<file path="config.mk">
export PLATFORM = sky130hd
export DESIGN_NAME = lt24_window_blitter
export DESIGN_NICKNAME = d
export VERILOG_FILES = /design/src/rtl/lt24_window_blitter_pkg.sv /design/src/rtl/lt24_window_counter.sv /design/src/rtl/lt24_window_blitter.sv
export SDC_FILE = /design/constraint.sdc
export NUM_CORES = 1
export LEC_CHECK = 0
export ABC_AREA = 1
export ABC_CLOCK_PERIOD_IN_PS = 2500
export CAP_MARGIN = 10
export CELL_PAD_IN_SITES_DETAIL_PLACEMENT = 1
export CELL_PAD_IN_SITES_GLOBAL_PLACEMENT = 2
export CORE_ASPECT_RATIO = 0.5
export CORE_MARGIN = 2
export CORE_UTILIZATION = 27
export CTS_BUF_LIST = sky130_fd_sc_hd__clkbuf_16
export DETAILED_ROUTE_END_ITERATION = 10
export PLACE_DENSITY = 0.81
export SYNTH_ARGS = -nofsm -noshare
export SYNTH_HDL_FRONTEND = slang
export SYNTH_HIERARCHICAL = 1
export SYNTH_SLANG_ARGS = --single-unit
</file>
<file path="constraint.sdc">
create_clock -name clock -period 2.5 [get_ports clock]
set_clock_uncertainty 0.05 [all_clocks]
set_input_delay 0.5 -clock clock [delete_from_list [all_inputs] [get_ports clock]]
set_output_delay 0.5 -clock clock [all_outputs]
set_load 0.005 [all_outputs]
</file>
<file path="src/rtl/lt24_window_blitter_pkg.sv">
// Shared definitions for the LT24 window blitter: panel geometry, FSM states
// and a few RGB565 colours used by the game screens.
package lt24_window_blitter_pkg;

   localparam int LCD_WIDTH  = 240;
   localparam int LCD_HEIGHT = 320;

   typedef enum logic [2:0] {
      ST_IDLE   = 3'd0,
      ST_FETCH  = 3'd1,
      ST_WAIT   = 3'd2,
      ST_WRITE  = 3'd3,
      ST_FINISH = 3'd4
   } blit_state_t;

   localparam logic [15:0] RGB_BLACK  = 16'h0000;
   localparam logic [15:0] RGB_GREEN  = 16'h07E0;
   localparam logic [15:0] RGB_RED    = 16'hF800;
   localparam logic [15:0] RGB_BLUE   = 16'h001F;
   localparam logic [15:0] RGB_YELLOW = 16'hFFE0;

endpackage

</file>
<file path="src/rtl/lt24_window_counter.sv">
// Raster x/y counter over an inclusive window; load jumps to the top-left
// corner, advance steps one pixel in raster order, last flags the final pixel.
module lt24_window_counter #(
   parameter int XW = 8,
   parameter int YW = 9
) (
   input  logic          clock,
   input  logic          n_reset,
   input  logic          load,
   input  logic          advance,
   input  logic [XW-1:0] load_x0,
   input  logic [XW-1:0] load_x1,
   input  logic [YW-1:0] load_y0,
   input  logic [YW-1:0] load_y1,
   output logic [XW-1:0] x,
   output logic [YW-1:0] y,
   output logic          last
);

   logic [XW-1:0] x0_q;
   logic [XW-1:0] x1_q;
   logic [YW-1:0] y1_q;

   always_ff @(posedge clock or negedge n_reset) begin
      if (!n_reset) begin
         x0_q <= '0;
         x1_q <= '0;
         y1_q <= '0;
         x    <= '0;
         y    <= '0;
      end else if (load) begin
         x0_q <= load_x0;
         x1_q <= load_x1;
         y1_q <= load_y1;
         x    <= load_x0;
         y    <= load_y0;
      end else if (advance) begin
         if (x == x1_q) begin
            x <= x0_q;
            y <= y + YW'(1);
         end else begin
            x <= x + XW'(1);
         end
      end
   end

   assign last = (x == x1_q) && (y == y1_q);

endmodule

</file>
<file path="src/rtl/lt24_window_blitter.sv">
// Fills one rectangular LT24 window per command from a solid colour or an
// image ROM, driving the display pixel handshake and the ROM address.
module lt24_window_blitter
   import lt24_window_blitter_pkg::*;
#(
   parameter int WIDTH       = LCD_WIDTH,
   parameter int HEIGHT      = LCD_HEIGHT,
   parameter int ROM_AW      = 17,
   parameter int ROM_LATENCY = 1
) (
   input  logic              clock,
   input  logic              n_reset,
   input  logic              cmd_valid,
   output logic              cmd_ready,
   input  logic [7:0]        cmd_x0,
   input  logic [7:0]        cmd_x1,
   input  logic [8:0]        cmd_y0,
   input  logic [8:0]        cmd_y1,
   input  logic              cmd_src,
   input  logic [15:0]       cmd_colour,
   input  logic [ROM_AW-1:0] cmd_rom_base,
   input  logic              abort,
   output logic [ROM_AW-1:0] rom_addr,
   input  logic [15:0]       rom_q,
   output logic [7:0]        xAddr,
   output logic [8:0]        yAddr,
   output logic [15:0]       pixelData,
   output logic              pixelWrite,
   input  logic              pixelReady,
   output logic              busy,
   output logic              done,
   output logic              err
);

   localparam logic [7:0] X_MAX     = 8'(WIDTH - 1);
   localparam logic [8:0] Y_MAX     = 9'(HEIGHT - 1);
   localparam logic [1:0] WAIT_LAST = 2'(ROM_LATENCY - 1);

   blit_state_t state;
   blit_state_t state_next;

   logic       src_q;
   logic       degen_q;
   logic [1:0] wait_cnt;
   logic       wait_last;
   logic       win_last;
   logic       degen_cmd;
   logic       accept;
   logic       advance;
   logic [7:0] x0_c;
   logic [7:0] x1_c;
   logic [8:0] y0_c;
   logic [8:0] y1_c;

   // Off-panel coordinates are pinned to the last column/row before use.
   assign x0_c = (cmd_x0 > X_MAX) ? X_MAX : cmd_x0;
   assign x1_c = (cmd_x1 > X_MAX) ? X_MAX : cmd_x1;
   assign y0_c = (cmd_y0 > Y_MAX) ? Y_MAX : cmd_y0;
   assign y1_c = (cmd_y1 > Y_MAX) ? Y_MAX : cmd_y1;

   assign degen_cmd = (x1_c < x0_c) || (y1_c < y0_c);
   assign accept    = (state == ST_IDLE) && cmd_valid;
   assign wait_last = (state == ST_WAIT) && (wait_cnt == WAIT_LAST);
   assign advance   = (state == ST_WRITE) && pixelReady && !win_last && !abort;

   lt24_window_counter #(.XW(8), .YW(9)) u_counter (
      .clock   (clock),
      .n_reset (n_reset),
      .load    (accept),
      .advance (advance),
      .load_x0 (x0_c),
      .load_x1 (x1_c),
      .load_y0 (y0_c),
      .load_y1 (y1_c),
      .x       (xAddr),
      .y       (yAddr),
      .last    (win_last)
   );

   always_ff @(posedge clock or negedge n_reset) begin
      if (!n_reset) state <= ST_IDLE;
      else          state <= state_next;
   end

   always_comb begin
      state_next = state;
      case (state)
         ST_IDLE:   if (cmd_valid) state_next = degen_cmd ? ST_FINISH : (cmd_src ? ST_FETCH : ST_WRITE);
         ST_FETCH:  state_next = ST_WAIT;
         ST_WAIT:   if (wait_last) state_next = ST_WRITE;
         ST_WRITE:  if (pixelReady) state_next = win_last ? ST_FINISH : (src_q ? ST_FETCH : ST_WRITE);
         ST_FINISH: state_next = ST_IDLE;
         default:   state_next = ST_IDLE;
      endcase
      if (abort && (state != ST_IDLE)) state_next = ST_IDLE;
   end

   always_comb begin
      cmd_ready = (state == ST_IDLE);
      busy      = (state != ST_IDLE);
      done      = (state == ST_FINISH);
      err       = (state == ST_FINISH) && degen_q;
   end

   // Solid fills keep pixelWrite high across handshakes; ROM fills drop it
   // while the next word is fetched.
   always_ff @(posedge clock or negedge n_reset) begin
      if (!n_reset) begin
         src_q      <= 1'b0;
         degen_q    <= 1'b0;
         wait_cnt   <= '0;
         rom_addr   <= '0;
         pixelData  <= '0;
         pixelWrite <= 1'b0;
      end else begin
         if (state == ST_FETCH)     wait_cnt <= '0;
         else if (state == ST_WAIT) wait_cnt <= wait_cnt + 2'(1);

         if (abort && (state != ST_IDLE)) begin
            pixelWrite <= 1'b0;
         end else begin
            case (state)
               ST_IDLE: if (cmd_valid) begin
                  src_q    <= cmd_src;
                  degen_q  <= degen_cmd;
                  rom_addr <= cmd_rom_base;
                  if (!cmd_src && !degen_cmd) begin
                     pixelData  <= cmd_colour;
                     pixelWrite <= 1'b1;
                  end
               end
               ST_WAIT: if (wait_last) begin
                  pixelData  <= rom_q;
                  pixelWrite <= 1'b1;
               end
               ST_WRITE: if (pixelReady) begin
                  if (win_last) begin
                     pixelWrite <= 1'b0;
                  end else if (src_q) begin
                     rom_addr   <= rom_addr + ROM_AW'(1);
                     pixelWrite <= 1'b0;
                  end
               end
               default: ;
            endcase
         end
      end
   end

endmodule

</file>
==> metrics.cfg <==
[setup_path]
r2r_end = pixelData[13]
timing.rr.start = state[2]
regToRegSetupSlack_ns = 0.15
crit_fanout = 6
crit_path_end_kind = output port
r2r_cells = 8
startpoint_type = register
arrival_ns = 1.81
cp_data_required_time_ns = 1.95
critical_path_class = register to output port

[place]
dp_hpwl_um = 14460
place_ws_ns = -0.6063
place_inst = 1229
place_congestion = 0.8295
io_buffers = 143

[floorplanning]
start_util_pct = 27.89
die-area_um2 = 21610
rows = 36
die_h_um = 104.9
ioPinCount = 144
die_w_um = 205.9
core_um2 = 19730

[synth]
ys_ff_latch = 83
yosysWarnings = 6
yosys-top-cells-area = dfrtp_1 38%, nand2_1 18%, inv_1 6.3%, o21ai_0 4.5%, ha_1 4.3%
avgSynthCellArea_um2 = 6.992
yosysUniqueCellTypes = 40
async_reset_ff_share_pct = 100.0
synth-edff-count = 0
synth_commonest_cells = 264 x nand2_1, 93 x inv_1, 83 x dfrtp_1, 57 x nor2_1, 49 x o21ai_0
ys.flop_type = dfrtp_1
yosysSeqAreaShare_pct = 37.74
syn_nets = 895
synth_area_um2 = 5503
synth_top_area_share_pct = 37.74
yosysTopAreaCell = dfrtp_1
post-synth-top-count-cell = nand2_1
syn_inst = 787

[sta]
fmax_ghz = 0.4240
fin_crit_sh_pct = 94.34
setup_viol = 0
finalHoldViolations = 0
drv_slew = 0
worst_slew_pin_slew_ns = 0.8249
post-route-min-period_ns = 2.358
maxSlewHeadroom_pct = 44.60
finalHoldWorstSlack_ns = 0.1464
setup_ws_ns = 0.1416
rsz0062_at_grt = true

[grt]
antenna_found_initial = 0
grt_usage_pct = 18.05
grt_pass1_vias = 5944
grt_first_pass_wirelength_um = 30980
grt_max_degree = 54
overflow = 0

[drt]
vias = 5719
drtAntennaViolNets = 0
wl_per_cell_um = 15.46
drtPass1Iterations = 4
via_per_inst = 4.575
wl_um = 19330
drc = 0
drtIter0Drc = 234

[power_and_ir_drop]
p_leak_nw = 4.084
power_density_nw_per_um2 = 1080
max-vdd-ir-drop_uv = 373.1
p_total_mw = 8.922

[flow_run]
drv_cap = 0

[clock_network]
cts.sinks = 83
path_clk_slew_ns = 0.07
cts-root-buf = clkbuf_16
tritoncts = built
clkLatencyLatePin_ns = 0.35
ctsHoldBuffers = 0
htree_levels = 3
clk_path_buf_depth = 2
numCtsBuffers = 9

[hold_path]
hp-class = input port to asynchronous set/reset pin

[finish]
fin_util_pct = 41.89
final_cells = 1250
synthToLayoutAreaGrowth_pct = 50.18
drive_above_1_share_pct = 17.07
nets = 1087
fill_cells = 2461
n_antenna_cell = 0

[run_status]
status = finished, final reports clean

==> cell usage in the layout, fill, tap and decap left out, types with 4 or more instances in the layout <==
cell             instances
nor3_1                   9
a31oi_1                  7
o21ai_1                  7
o21ai_2                  8
nand3_1                 43
o21ai_0                 45
mux2i_1                  5
nand2_1                245
inv_1                   91
nor2_4                   6
a21oi_1                 27
or2_2                    5
a21boi_0                 4
buf_6                    4
dlymetal6s2s_1           8
dlygate4sd2_1            4
nor2_1                  51
nand2_4                 11
clkdlybuf4s50_1        130
dfrtp_1                 83
buf_4                   61
xor2_1                  10
ha_4                     5
inv_2                    6
nor2_2                   6
nand2_2                 22
clkbuf_16                9
xnor2_1                 10
ha_1                    14
nand4_1                  8
==> cell families after synthesis <==
family	after synthesis	share of synthesized area [%]
and+or+nand+nor	416	32.65
xor gates and xnor gates	20	3.183
buffers and inverters	132	9.777
DFF	83	37.74
AOI/OAI and AO/OA	112	11.41
adders and majority gates	19	4.320
muxes	5	0.9095
==> routing by layer <==
layer / GRT usage (%) / routed length (um) / part of all wire, % / vias to the layer above
met5: 0 / 0 / 0 / -
met4: 2.857 / 102 / 0.53 / 0
met3: 3.213 / 703 / 3.6 / 6
met2: 29.00 / 8797 / 46 / 87
met1: 25.66 / 9727 / 50 / 2750
li1: - / - / - / 2876
==> state kept, by name (all words and copies together) (netlist names) <==
| name | count |
|---|---|
| rom_addr | 17 |
| pixelWrite | 1 |
| src_q | 1 |
| degen_q | 1 |
| u_counter/x | 8 |
| u_counter/y | 9 |
| wait_cnt | 2 |
| pixelData | 16 |
| u_counter/x0_q | 8 |
| state | 3 |
| u_counter/x1_q | 8 |
| u_counter/y1_q | 9 |
==> layout make-up <==
type | instances | area [um2] | share of cell area [%]
clock buffers | 9 | 225.2 | 2.725
flip-flops and latches | 83 | 2077 | 25.13
inverters | 99 | 374.1 | 4.527
repair buffers | 211 | 2027 | 24.53
clock inverters | 7 | 52.55 | 0.6359
well taps | 266 | 332.8 | 4.027
multi-input cells | 575 | 3176 | 38.43
==> per-stage QoR <==
step,TNS (ns),cell area (um2)
after CTS,0,8070
after global placement,-9.319,7639
final,0,8264
after detailed placement,-12.05,7639
after floorplan,0,5503
after global routing,-0.1051,8264
==> where the power goes <==
part / internal, mW / switching, mW / leakage [nW]
clock network: 0.680 / 0.610 / 0.126
registers: 1.99 / 0.552 / 1.01
logic: 2.30 / 2.79 / 2.95
total: 4.97 / 3.95 / 4.08
==> how the worst max path moves through the flow <==
stage | end | from | depth (start not counted) | slack, ns
global placement | pixelData[9] | cmd_y0[8] | 15 | -0.47
global route | pixelData[12] | cmd_x0[4] | 15 | -0.02
floorplan | pixelData[10] | cmd_y1[7] | 13 | 0.16
CTS | pixelData[13] | cmd_x1[4] | 17 | 0.0009
finish | cmd_ready | state[0] | 4 | 0.14
detailed placement | pixelData[13] | cmd_y0[8] | 15 | -0.61
==> worst max-delay path: stages, from the launching register on <==
cell and delay [ns]:
dfrtp_1 0.46, nor2_4 0.21, nand2_4 0.12, inv_4 0.13
clkdlybuf4s50_1 0.54
==> timing repair <==
action / in CTS / in global routing
gates cloned: 2 / 2
gates resized for setup: 30 / 47
setup endpoints to repair: 21 / 43
pin swaps: 9 / 17
buffers inserted: 1 / 0
Power figures use the tool's default switching activity.
